**config.mk**
```make
export PLATFORM = sky130hd
export DESIGN_NAME = ir_nec_tx
export DESIGN_NICKNAME = d
export VERILOG_FILES = /design/src/rtl/ir_nec_tx.sv
export SDC_FILE = /design/constraint.sdc
export NUM_CORES = 1
export LEC_CHECK = 0
export BUFFER_PORTS_ARGS = -buffer_cell sky130_fd_sc_hd__buf_2
export CORE_ASPECT_RATIO = 0.6
export CORE_MARGIN = 2
export CORE_UTILIZATION = 65
export CTS_CLUSTER_DIAMETER = 100
export DETAILED_ROUTE_END_ITERATION = 10
export GPL_ROUTABILITY_DRIVEN = 0
export PLACE_DENSITY = 0.89
export SLEW_MARGIN = 20
export SYNTH_ARGS = -nofsm -noshare
export SYNTH_HDL_FRONTEND = slang
export SYNTH_SLANG_ARGS = --single-unit
export TNS_END_PERCENT = 30
```
**constraint.sdc**
```tcl
create_clock -name clk -period 5.3 [get_ports clk]
set_input_delay 0 -clock clk [delete_from_list [all_inputs] [get_ports clk]]
set_output_delay 0 -clock clk [all_outputs]
set_load 0.05 [all_outputs]
```
**src/rtl/ir_nec_tx.sv**
```systemverilog
// NEC infrared transmitter: sends a 32-bit frame or a repeat code as a carrier-gated envelope.
// All outputs are registered; the carrier counter restarts at every mark so marks begin high.
module ir_nec_tx #(
   parameter int unsigned UNIT_CYCLES  = 28125,
   parameter int unsigned CARRIER_DIV  = 1316,
   parameter int unsigned CARRIER_HIGH = 439,
   parameter int unsigned GAP_UNITS    = 72
) (
   input  logic       clk,
   input  logic       reset_n,
   input  logic       start,
   input  logic       repeat_req,
   input  logic [7:0] addr,
   input  logic [7:0] cmd,
   output logic       busy,
   output logic       done,
   output logic       ir_envelope,
   output logic       ir_out
);

   localparam int unsigned CYC_W  = $clog2(UNIT_CYCLES + 1);
   localparam int unsigned UNIT_W = $clog2(((GAP_UNITS > 16) ? GAP_UNITS : 16) + 1);
   localparam int unsigned CAR_W  = $clog2(CARRIER_DIV + 1);

   typedef enum logic [2:0] {
      IDLE,
      LEAD_MARK,
      LEAD_SPACE,
      BIT_MARK,
      BIT_SPACE,
      STOP_MARK,
      GAP
   } state_t;

   state_t              state;
   logic [CYC_W-1:0]    cyc_cnt;
   logic [UNIT_W-1:0]   unit_cnt;
   logic [4:0]          bit_idx;
   logic [31:0]         shreg;
   logic                is_repeat;
   logic [CAR_W-1:0]    car_cnt;

   logic [UNIT_W-1:0]   len_units;
   logic                unit_wrap;
   logic                seg_end;
   logic [CAR_W-1:0]    car_next;
   logic                car_on_next;

   // Length of the current state in units; shreg[0] is the bit being sent.
   always_comb begin
      len_units = UNIT_W'(1);
      case (state)
         LEAD_MARK:  len_units = UNIT_W'(16);
         LEAD_SPACE: len_units = is_repeat ? UNIT_W'(4) : UNIT_W'(8);
         BIT_MARK:   len_units = UNIT_W'(1);
         BIT_SPACE:  len_units = shreg[0] ? UNIT_W'(3) : UNIT_W'(1);
         STOP_MARK:  len_units = UNIT_W'(1);
         GAP:        len_units = UNIT_W'(GAP_UNITS);
         default:    len_units = UNIT_W'(1);
      endcase
      unit_wrap   = (cyc_cnt == CYC_W'(UNIT_CYCLES - 1));
      seg_end     = unit_wrap && (unit_cnt == len_units - UNIT_W'(1));
      car_next    = (car_cnt == CAR_W'(CARRIER_DIV - 1)) ? '0 : car_cnt + CAR_W'(1);
      car_on_next = (car_next < CAR_W'(CARRIER_HIGH));
   end

   always_ff @(posedge clk or negedge reset_n) begin
      if (!reset_n) begin
         state       <= IDLE;
         cyc_cnt     <= '0;
         unit_cnt    <= '0;
         bit_idx     <= '0;
         shreg       <= '0;
         is_repeat   <= 1'b0;
         car_cnt     <= '0;
         busy        <= 1'b0;
         done        <= 1'b0;
         ir_envelope <= 1'b0;
         ir_out      <= 1'b0;
      end else begin
         done <= 1'b0;
         if (state != IDLE && !seg_end) begin
            if (unit_wrap) begin
               cyc_cnt  <= '0;
               unit_cnt <= unit_cnt + UNIT_W'(1);
            end else begin
               cyc_cnt <= cyc_cnt + CYC_W'(1);
            end
            car_cnt <= car_next;
            ir_out  <= ir_envelope & car_on_next;
         end else begin
            cyc_cnt  <= '0;
            unit_cnt <= '0;
            car_cnt  <= '0;
            case (state)
               IDLE: begin
                  if (start || repeat_req) begin
                     shreg       <= {~cmd, cmd, ~addr, addr};
                     is_repeat   <= !start;
                     bit_idx     <= '0;
                     busy        <= 1'b1;
                     state       <= LEAD_MARK;
                     ir_envelope <= 1'b1;
                     ir_out      <= 1'b1;
                  end else begin
                     ir_envelope <= 1'b0;
                     ir_out      <= 1'b0;
                  end
               end
               LEAD_MARK: begin
                  state       <= LEAD_SPACE;
                  ir_envelope <= 1'b0;
                  ir_out      <= 1'b0;
               end
               LEAD_SPACE: begin
                  state       <= is_repeat ? STOP_MARK : BIT_MARK;
                  ir_envelope <= 1'b1;
                  ir_out      <= 1'b1;
               end
               BIT_MARK: begin
                  state       <= BIT_SPACE;
                  ir_envelope <= 1'b0;
                  ir_out      <= 1'b0;
               end
               BIT_SPACE: begin
                  if (bit_idx == 5'd31) begin
                     state <= STOP_MARK;
                  end else begin
                     bit_idx <= bit_idx + 5'd1;
                     shreg   <= {1'b0, shreg[31:1]};
                     state   <= BIT_MARK;
                  end
                  ir_envelope <= 1'b1;
                  ir_out      <= 1'b1;
               end
               STOP_MARK: begin
                  state       <= GAP;
                  ir_envelope <= 1'b0;
                  ir_out      <= 1'b0;
               end
               GAP: begin
                  state       <= IDLE;
                  busy        <= 1'b0;
                  done        <= 1'b1;
                  ir_envelope <= 1'b0;
                  ir_out      <= 1'b0;
               end
               default: begin
                  state       <= IDLE;
                  busy        <= 1'b0;
                  ir_envelope <= 1'b0;
                  ir_out      <= 1'b0;
               end
            endcase
         end
      end
   end

endmodule

```
==> summary.md <==
| Metric | Value |
|---|---|
| Most frequent cells in the layout | `78 x dfrtp_1, 45 x nor2_1, 39 x nand2_1, 29 x mux2_4, 27 x o21ai_0` |
| First-pass iteration count of the detailed router | `5` |
| Count of boundary I/O pins | `24` |
| Initial core utilization | `0.683` |
| Switching power of the nets | `approximately 240 uW` |
| Worst slew pin tran | `~0.96 ns` |
| Routed WL per cell | `around 17 um` |
| Total wire length after detailed routing | `8490 um` |
| Total number of yosys warnings | `0` |
| Max-Cap Viols | `0` |
| Post-synthesis cell type count | `55` |
| Clock slew at the register clock pins of the worst setup and hold paths | `0.08 ns` |
| Logic gate share of total power | `0.049` |
| Root buffer cell | `clkbuf_8` |
| Required time worst endpoint | `between 5 and 6 ns` |
| Initial antenna violation count | `0` |
| Average cell area after synthesis | `10.7 sq um` |
| Via-to-Cell Ratio | `6.03` |
| Netlist area before placement | `4230 sq um` |
| Layout cell share with drive strength beyond 1 | `0.229` |
| Nets@finish | `443` |
| Worst clock skew on the final layout | `about 0.013 ns` |
| CTS Sinks | `78` |
| Row count | `22` |
| Wire length of the first global-routing pass | `14,300 um` |
| Height of the chip | `66.5 um` |
| Static leakage | `roughly 2.1 nW` |
| Setup TNS after final layout | `0 ns` |
| Most used DFF post-synth | `dfrtp_1` |
| Initial detailed-routing violation count | `298` |
| Number of flops mapped to enable cells by yosys | `0` |
| Internal power of the cells | `around 840 uW` |
| Setup-failing EPs final | `0` |
| Number of max-slew violations in the final report | `0` |
| Leading cell type in the layout, fill and taps excluded | `dfrtp_1` |
| Post-synth top area cell | `dfrtp_1` |
| Count of port buffers added during placement | `23` |
| Maximum frequency from static timing analysis | `between 300 and 400 MHz` |
| Ratio of total power to cell area | `236 nW/um^2` |
| Post-route DRC violation count | `0` |
| Sequential group share of total power | `0.573` |
| Leading cell types by total area after synthesis | `dfrtp_1 46%, mux2_4 10%, mux2_2 5.1%` |
| Detailed-route via count | `3,037` |
| Clock tree from TritonCTS | `done` |
| Cells after Synth | `396` |
| Unrepaired setup endpoints after global routing | `no` |
| Area growth, synth to finish | `7.96%` |
| Time the final worst path needs with I/O delays and setup | `roughly 2.9 ns` |
| Final core utilization | `0.737` |
| Switching Fraction | `0.219` |
| Arrival time worst endpoint | `3.14 ns` |
| Via count of the first global-routing pass | `2,872` |
| Std-Cell Core Area | `6190 sq um` |
| Post-cts sizing count | `0` |
| Clock latency at the later pin of the worst-skew pair | `0.36 ns` |
| Gr ovfl total | `0` |
| Clock network fraction of total power | `0.378` |
| Synthesized netlist net count | `422` |
| Capturing element type of the critical path | `register` |
| Sequential area share after synthesis | `0.461` |
| Headroom to the max-slew limit | `0.357` |
| Final Hold Violating Endpoints | `0` |
| Run status | `completed` |
| Start-to-end type of the worst setup path | `register to register` |
| Die width | `about 110 um` |
| Number of CTS-inserted buffers | `9` |
| Final period util | `0.547` |
| Post-route ant nets | `0` |
| Worst vdd ir | `around 0.00019 V` |
| Number of storage elements in the synthesis netlist | `78` |
| Number of buffers on the longest clock path | `2` |
| Full die area | `7190 sq um` |
| Number of antenna diodes | `0` |
| Sort of element at the start of the critical path | `register` |
| Tot GR Track Use | `0.268` |
| Max Fanout on Critical Path | `32` |
| Synth top area share | `0.461` |
| Post-synth ARST share | `1.00` |
| CTS H-tree lvls | `3` |
| Worst Hold Class | `input pin to register` |
| Half-perimeter wire length of the detailed placement result | `~5700 um` |
| Maximum number of pins on one net before global-route repair | `79` |
-- routing by layer --
metal,vias up,part of all wire,track usage
li1,1435,-,-
met1,1484,0.47,0.373
met2,103,0.46,0.408
met3,15,0.058,0.0851
met4,0,0.014,0.0737
met5,-,0,0
-- layout make-up --
cell class,instances,area (sq um)
clock buffers,13,169
fillers,416,1630
multi-input cells,290,2130
flip-flops and latches,78,1950
inverters,9,33.8
repair buffers,29,173
well taps,84,105
clock inverters,1,5.00
-- what timing repair did --
item,in CTS,in global routing
setup buffers,0,0
endpoints found under the hold margin,80,0
hold buffers,4,0
endpoints found under the setup margin,0,0
-- cell families (layout without fill, tap and decap cells) --
group	count (synthesis)	count (layout)	share of synthesized area
and+or+nand+nor	149	149	0.176
muxes	50	50	0.158
DFF	78	78	0.461
adders and majority gates	6	6	0.0177
xor gates and xnor gates	29	29	0.0600
AOI/OAI and AO/OA	56	56	0.0884
buffers and inverters	28	52	0.0382
-- flip-flops by register name, summed over array words and instances, names as in the netlist, 3 cells and up --
signal,cells
bit_idx,5
shreg,32
unit_cnt,7
state,3
cyc_cnt,15
car_cnt,11
-- power by group through the flow --
stage	Combinational [mW]	Clock [mW]	Sequential, mW
floorplan	0.0279	0	0.626
global placement	0.0489	0	0.628
detailed placement	0.0521	0	0.628
CTS	0.0536	0.413	0.618
global route	0.0584	0.438	0.620
finish	0.0528	0.407	0.618
-- worst max-delay path, cell delays in order, from the launching register on --
cell and delay [ns]:
dfrtp_1 0.43, inv_1 0.08, ha_1 0.19, nand4bb_4 0.14
nor4_1 0.45, nand3_1 0.22, a2111oi_4 0.49, a21oi_4 0.09
buf_4 0.33, mux2_4 0.36
-- per-stage QoR --
stage / cells / power [mW] / hold WS, ns / setup WS, ns / cell area, sq um
2_1_floorplan: 396 / 0.653 / -0.296 / 2.90 / 4230
3_3_place_gp: 486 / 0.677 / 0.208 / 2.59 / 4350
3_5_place_dp: 486 / 0.680 / 0.213 / 2.52 / 4350
4_1_cts: 504 / 1.08 / 0.00214 / 2.48 / 4570
5_1_grt: 504 / 1.12 / 0.00774 / 2.30 / 4570
6_report: 504 / 1.08 / 0.00782 / 2.40 / 4570
-- path summary, 6_finish.rpt --
kind                                  from    endpoint  slack (ns)  depth (start not counted)
max in group asynchronous          reset_n  car_cnt[2]        4.34                          2
worst min register to register  car_cnt[0]  car_cnt[0]        0.48                          1
worst min-delay path               addr[4]    shreg[4]       0.008                          3
worst max register to register  cyc_cnt[0]    shreg[8]        2.40                          9
worst max-delay path            cyc_cnt[0]    shreg[8]        2.40                          9
min in group asynchronous          reset_n  cyc_cnt[6]        0.33                          2
-- synth_stat cells, types with 2 or more instances --
library cell / instances
dfrtp_1: 78
nor2_1: 45
nand2_1: 39
mux2_4: 29
o21ai_0: 27
mux2_2: 19
xor2_1: 19
nand3_1: 17
xnor2_1: 10
clkbuf_1: 9
inv_1: 9
nor3_1: 9
nand4_1: 8
a21oi_1: 7
buf_6: 7
and3_1: 6
ha_1: 6
nand2b_1: 4
and2_1: 3
buf_2: 3
o211ai_1: 3
mux2i_1: 2
nand3b_1: 2
nor4_1: 2
o31ai_1: 2
or3_1: 2
Power figures use the tool's default switching activity.
